<file path="src/rtl/ram_march_bist.sv">
// March C- built-in self-test engine driving a synchronous single-port RAM.
module ram_march_bist #(
    parameter int unsigned ADDR_WIDTH = 4,
    parameter int unsigned DATA_WIDTH = 8
) (
    input  logic                  clk,
    input  logic                  rst_n,
    input  logic                  start,
    output logic                  mem_we,
    output logic [ADDR_WIDTH-1:0] mem_addr,
    output logic [DATA_WIDTH-1:0] mem_wdata,
    input  logic [DATA_WIDTH-1:0] mem_rdata,
    output logic                  busy,
    output logic                  done,
    output logic                  fail,
    output logic [ADDR_WIDTH-1:0] fail_addr,
    output logic [DATA_WIDTH-1:0] fail_data,
    output logic [7:0]            err_count
);

    localparam logic [ADDR_WIDTH-1:0] ADDR_LAST = {ADDR_WIDTH{1'b1}};
    localparam logic [DATA_WIDTH-1:0] ONES      = {DATA_WIDTH{1'b1}};

    typedef enum logic [3:0] {
        S_IDLE, S_M0, S_M1, S_M2, S_M3, S_M4, S_M5, S_CHK, S_DONE
    } state_t;

    state_t                  state_q, state_d;
    logic                    wr_phase_q, wr_phase_d;   // 0 = RD sub-phase, 1 = WR sub-phase
    logic [ADDR_WIDTH-1:0]   addr_d;
    logic                    we_d, busy_d, done_d;
    logic [DATA_WIDTH-1:0]   wdata_d;
    logic                    clear_c;
    logic                    rd_c;
    logic [DATA_WIDTH-1:0]   exp_c;

    logic                    cmp_pending;
    logic [DATA_WIDTH-1:0]   cmp_exp;
    logic [ADDR_WIDTH-1:0]   cmp_addr;
    logic                    miscompare;

    // State, address and RAM-side output registers.
    always_ff @(posedge clk or negedge rst_n) begin
        if (!rst_n) begin
            state_q    <= S_IDLE;
            wr_phase_q <= 1'b0;
            mem_addr   <= '0;
            mem_we     <= 1'b0;
            mem_wdata  <= '0;
            busy       <= 1'b0;
            done       <= 1'b0;
        end else begin
            state_q    <= state_d;
            wr_phase_q <= wr_phase_d;
            mem_addr   <= addr_d;
            mem_we     <= we_d;
            mem_wdata  <= wdata_d;
            busy       <= busy_d;
            done       <= done_d;
        end
    end

    // March sequencing: next state, sub-phase, address and the registered output values.
    always_comb begin
        state_d    = state_q;
        wr_phase_d = 1'b0;
        addr_d     = mem_addr;
        clear_c    = 1'b0;
        unique case (state_q)
            S_IDLE, S_DONE: begin
                addr_d = '0;
                if (start) begin
                    state_d = S_M0;
                    clear_c = 1'b1;
                end
            end
            S_M0: begin
                if (mem_addr == ADDR_LAST) begin
                    state_d = S_M1;
                    addr_d  = '0;
                end else begin
                    addr_d = mem_addr + ADDR_WIDTH'(1);
                end
            end
            S_M1, S_M2: begin
                if (!wr_phase_q) begin
                    wr_phase_d = 1'b1;
                end else if (mem_addr == ADDR_LAST) begin
                    state_d = (state_q == S_M1) ? S_M2 : S_M3;
                    addr_d  = (state_q == S_M1) ? '0 : ADDR_LAST;
                end else begin
                    addr_d = mem_addr + ADDR_WIDTH'(1);
                end
            end
            S_M3, S_M4: begin
                if (!wr_phase_q) begin
                    wr_phase_d = 1'b1;
                end else if (mem_addr == '0) begin
                    state_d = (state_q == S_M3) ? S_M4 : S_M5;
                    addr_d  = ADDR_LAST;
                end else begin
                    addr_d = mem_addr - ADDR_WIDTH'(1);
                end
            end
            S_M5: begin
                if (mem_addr == '0) begin
                    state_d = S_CHK;
                    addr_d  = '0;
                end else begin
                    addr_d = mem_addr - ADDR_WIDTH'(1);
                end
            end
            S_CHK: begin
                state_d = S_DONE;
                addr_d  = '0;
            end
            default: begin
                state_d = S_IDLE;
                addr_d  = '0;
            end
        endcase

        we_d    = (state_d == S_M0) ||
                  (((state_d == S_M1) || (state_d == S_M2) ||
                    (state_d == S_M3) || (state_d == S_M4)) && wr_phase_d);
        wdata_d = ((state_d == S_M1) || (state_d == S_M3)) ? ONES : '0;
        busy_d  = (state_d != S_IDLE) && (state_d != S_DONE);
        done_d  = (state_d == S_DONE);
    end

    // Current cycle is a RAM read; expected background for that read.
    always_comb begin
        rd_c  = (state_q == S_M5) ||
                (((state_q == S_M1) || (state_q == S_M2) ||
                  (state_q == S_M3) || (state_q == S_M4)) && !wr_phase_q);
        exp_c = ((state_q == S_M2) || (state_q == S_M4)) ? ONES : '0;
        miscompare = cmp_pending && (mem_rdata != cmp_exp);
    end

    // Compare pipeline and sticky result registers.
    always_ff @(posedge clk or negedge rst_n) begin
        if (!rst_n) begin
            cmp_pending <= 1'b0;
            cmp_exp     <= '0;
            cmp_addr    <= '0;
            fail        <= 1'b0;
            fail_addr   <= '0;
            fail_data   <= '0;
            err_count   <= 8'd0;
        end else if (clear_c) begin
            cmp_pending <= 1'b0;
            cmp_exp     <= '0;
            cmp_addr    <= '0;
            fail        <= 1'b0;
            fail_addr   <= '0;
            fail_data   <= '0;
            err_count   <= 8'd0;
        end else begin
            cmp_pending <= rd_c;
            cmp_exp     <= exp_c;
            cmp_addr    <= mem_addr;
            if (miscompare) begin
                if (err_count != 8'hFF) begin
                    err_count <= err_count + 8'd1;
                end
                if (!fail) begin
                    fail      <= 1'b1;
                    fail_addr <= cmp_addr;
                    fail_data <= mem_rdata;
                end
            end
        end
    end

endmodule

</file>
<file path="config.mk">
export PLATFORM = sky130hd
export DESIGN_NAME = ram_march_bist
export DESIGN_NICKNAME = d
export VERILOG_FILES = /design/src/rtl/ram_march_bist.sv
export SDC_FILE = /design/constraint.sdc
export NUM_CORES = 1
export LEC_CHECK = 0
export ABC_AREA = 1
export BUFFER_PORTS_ARGS = -buffer_cell sky130_fd_sc_hd__buf_2
export CAP_MARGIN = 20
export CORE_MARGIN = 3
export CORE_UTILIZATION = 59
export DETAILED_ROUTE_END_ITERATION = 10
export PLACE_DENSITY = 0.95
export SYNTH_ARGS = -nofsm -noshare
export SYNTH_HDL_FRONTEND = slang
export SYNTH_SLANG_ARGS = --single-unit
</file>
<file path="constraint.sdc">
create_clock -name clk -period 3.4 [get_ports clk]
set_input_delay 0.17 -clock clk [delete_from_list [all_inputs] [get_ports clk]]
set_output_delay 0.17 -clock clk [all_outputs]
set_load 0.03 [all_outputs]
</file>
# Word-level counts from Yosys, hierarchy flattened
# Cells that the tools add are included.
# word_totals
ram_bits,0
rom_bits,0
out_inout_bits,36
word_cells,103
latchBits,0
reg_bits,54
memories,0
# classes
bitwise_logic,0
multipliers,0
n_reduce_logical,27
addsub,3
eq_ne,21
shifts,0
n_mux,38
div,0
n_lt_le_gt_ge,0
# op_table
operator,count
$mux 4,18
$mux 8,9
$eq 4x3->1 const B,6
$pmux 4 s6,1
$eq 4x2->1 const B,4
$pmux 4 s4,1
$eq 4x4->1 const B,3
$logic_or 1x1->1,10
$add 8x1->8 const B,1
$eq 4x1->1 const B,2
$logic_not 4->1,2
$ne 8x8->1,1
$ne 8x8->1 const B,1
$mux 1,7
$reduce_and 2->1,3
$reduce_or 2->1,3
$add 4x1->4 const B,1
$logic_and 1x1->1,4
$ne 2x2->1 const B,2
$ne 4x4->1 const B,1
$reduce_bool 2->1,2
$reduce_bool 4->1,1
$reduce_or 4->1,1
$sub 4x1->4 const B,1
4 further kinds,4

# Longest topological paths before layout
# depth
ltp_word,11
depth_mapped,11

# Least setup slack after synthesis
# Ideal clock, no wire load.
# synth_timing
path_type,register to register
start,register mem_addr[0]
end,register busy
arrival_ns,1.674
period_less_slack_ns,1.800
slack_ns,1.600
path_stages_with_launch,9
n_path_buf,0
setup_time_ns,0.127
required_time_ns,3.273
cell_sequence,dfrtp_1 -> inv_1 -> ha_1 -> nand3_1 -> inv_1 -> a21oi_1 -> nand3_1 -> nor2_1 -> nand3_1
# synth_via
elab_chain_cells,6
elab_cells_between_ends,12
# synth_rtl
item,line_no,text
start: declaration,10,"output logic [ADDR_WIDTH-1:0] mem_addr,"
start signal: assignment,55,mem_addr <= addr_d;
$eq 4x4->1 / $logic_not 4->1 (equally long branches),-,
"$mux 4, on equally long branches","88, 98",
"$mux 4, on equally long branches","86, 96",
$pmux 4 s6 (*),69,unique case (state_q)
$ne 4x4->1 / $reduce_bool 4->1 (equally long branches),127,busy_d = (state_d != S_IDLE) && (state_d != S_DONE);
$logic_and 1x1->1 (*),127,
named net busy_d,31,"logic we_d, busy_d, done_d;"
end signal: assignment,58,busy <= busy_d;
end: declaration,13,"output logic busy,"
# The timed path passes the listed nets; every way through them passes the cells marked *.
# A chain may end at the register's enable or synchronous reset.

# Worst setup path after layout
# layout_timing
start,register mem_addr[0]
end,register mem_addr[3]
# layout_via
elab_chain_cells,4
elab_cells_between_ends,11
# layout_rtl
item,line_no
"$sub 4x1->4, or another cell as far along","102, 110"
"$mux 4, on equally long branches","98, 88"
"$mux 4, on equally long branches","96, 86"
$pmux 4 s4 (*),69
# Every way passes the cells marked *; elsewhere a longest branch is shown, timed or not. The select of a mux whose other input is x is not followed.

==> results.ini <==
[finish]
final_area_um2 = 2516
syn_to_final_growth_pct = 11.35
drive_above_1_share = 0.2150
fin_nets = 335
fillCellCount = 280
diodes = 0

[pwr]
irDropWorstVdd_mv = 0.2345
powerDensity_nw_per_um2 = 416.8
pwr-share-clk = 0.284
p_leak_uw = 0.001402
power_frac_seq = 0.527
pwr-share-comb = 0.189
fin_total_pwr_uw = 1049
p_int_uw = 712.1
sw_frac_of_total = 0.3209
power_switching_uw = 336.5

[worst_setup_path]
start_kind = flip-flop
slowest_delay_ns = 0.48
arrival_ns = 2.11
critical_path_class = reg -> reg
slowest_stage = dfrtp_1
timing.critical_path.buf_inv = 2
crit_path_end_kind = flip-flop
crit_chain = inv_1 -> ha_1 -> nand3_1 -> inv_1 -> o21ai_0 -> o21ai_0 -> nand2_1 -> nand2_1 -> o21ai_0
cpMostUsedCell = o21ai_0
required_ns = 3.61
crit_family = compound AO/OA/AOI/OAI gates
path_max_fanout = 7

[cts]
hold_buffers = 0
cts.sinks = 40
post_cts_buffers = 0
cts_tree = yes
clock_latency_ns = 0.29
cts_buffers = 5
clockRootBuffer = clkbuf_8
cts-resized-gates = 0
clk_pin_slew_worst_paths_ns = 0.07
clockBufferDepth = 2
h-tree-depth = 2

[sta]
fin_hold_ws_ns = -0.02355
slew_headroom = 0.4395
setup_tns_ns = 0
setup_viol_count_final = 0
clock_skew_ns = 0.003049
fmax_ghz = 0.5275
fin_crit_ns = 1.896
tightestPinTransition_ns = 0.8408
hold_viol = 40
fin_crit_sh = 0.5576
rsz0062_at_grt = false
final_max_slew_viol_count = 0

[drt]
vias = 2040
drtIter0Drc = 281
first_pass_iters = 4
drc_errors = 0
avgViaCountPerCell = 5.559
wl_um = 4991
ant_nets = 0
drt-wirelength-per-cell_um = 13.60

[placement]
globalplace.congestion = 0.8450
portBuffers = 46
place_area_um2 = 2439
dp_hpwl_um = 3538

[yosys]
synth_top_area_cell = dfrtp_1
yosys.area_share.simple = 0.3666
synth_cells = 285
synth_nets = 299
seq_area_frac_synth = 0.4430
ys_seq_elements = 40
yosys_warnings = 0
syn_area_per_cell_um2 = 7.929
syn_area_um2 = 2260
synthAdderAreaFrac = 0.01661
synth_top_family_by_area = simple AND/OR/NAND/NOR gates
synth.mux.area_fraction = 0
synthTopCellsByArea = dfrtp_1 (44%), nand2_1 (10%), nand3_1 (8.4%), nand4_1 (6.4%), inv_1 (5.0%)
ys_types = 31
synth_compound_area_frac = 0.04374
synth_top_area_frac = 0.4430
synth-xor-area-share = 0.02326

[grt]
grt_pass1_vias = 1900
antenna_found_initial = 0
grt_pass1_wl_um = 8349
grt_use_total = 0.2370
grt_max_degree = 46
grt-ovfl-total = 0

[floorplanning]
rows = 21
dieArea_um2 = 4608
pin_count = 47
core_um2 = 3521
die_h_um = 67.89
die_w_um = 67.89
start_util = 0.6418

[min_path]
hold_path_class = in -> async

[run_status]
status = complete, but fails checks
violations = hold timing

[job]
max_cap_violations = 0

==> cells in the final DEF, fill, tap and decap left out, types with 2 or more instances in the layout <==
cell	instances
nand2_2	5
clkinv_2	2
nand2_1	63
inv_2	2
nor3_1	6
nand4_1	23
nor2_2	2
inv_1	30
buf_2	46
o21ai_0	13
nand3_1	38
nor2_1	21
xor2_1	5
clkbuf_8	5
dfrtp_1	40
ha_1	3
a21oi_1	4
==> cells in the mapped netlist (all sizes together) <==
master,count
nand2,69
dfrtp,40
nand3,40
inv,32
nand4,25
nor2,23
buf,17
o21ai,14
nor3,6
xor2,5
a21oi,4
ha,3
clkbuf,1
clkinv,1
nand3b,1
nor3b,1
o311ai,1
or2,1
xnor2,1
==> routing by layer <==
metal  part of all wire  vias up  track usage  wire length, um
met5                  0        -            0                0
met4              0.012        0       0.1017               59
met3              0.087        6      0.05583              436
met2               0.50       89       0.4046             2517
met1               0.40      936       0.2853             1977
li1                   -     1009            -                -
==> cell type report <==
cell class | count | area (um^2) | area share
timing repair buffer | 47 | 237.7 | 0.09448
sequential | 40 | 1001 | 0.3978
inverter | 33 | 125.1 | 0.04973
multi-input combinational | 194 | 1017 | 0.4043
clock inverter | 1 | 5.005 | 0.001989
clock buffer | 6 | 72.57 | 0.02884
tap | 46 | 57.56 | 0.02287
==> registers in the layout, summed over array words and instances, names as in the netlist, 4 cells and up <==
name       count
cmp_addr       4
err_count      8
fail_addr      4
fail_data      8
mem_addr       4
state_q        4
==> stage by stage <==
| step | utilization | hold WS (ns) | setup slack (ns) | std cells |
|---|---|---|---|---|
| finish | 0.7146 | -0.02355 | 1.504 | 367 |
| global route | 0.7146 | 0.05000 | 1.357 | 367 |
| floorplan | - | -0.1256 | 1.600 | 285 |
| global placement | 0.6926 | 0.3232 | 1.595 | 360 |
| CTS | 0.7146 | 0.02024 | 1.575 | 367 |
| detailed placement | 0.6926 | 0.3344 | 1.598 | 360 |
==> final timing paths <==
check                             start            to  slack (ns)  cells after the start
min reg2reg                fail_data[5]  fail_data[5]        0.50                      2
max                         mem_addr[0]   mem_addr[3]        1.50                      9
min in group clk           mem_rdata[0]  fail_data[0]        0.15                      3
max in group asynchronous         rst_n  fail_data[3]        2.89                      1
max reg2reg                 mem_addr[0]   mem_addr[3]        1.50                      9
min                               rst_n  fail_data[5]       -0.02                      1
==> logic make-up (layout without fill, tap and decap cells) <==
logic type,after synthesis,in the layout
compound gates,19,19
buf+inv,51,87
flops,40,40
fa+ha+maj,3,3
xor+xnor,6,6
simple gates,166,166
==> power by group through the flow <==
stage / clock network (uW) / registers, uW / logic (uW)
final: 298 / 553 / 198
after global routing: 324 / 558 / 219
after CTS: 301 / 552 / 200
after detailed placement: 0 / 561 / 201
after global placement: 0 / 558 / 191
after floorplan: 0 / 621 / 65.1
Note: power is estimated with default switching activity, not from simulation.
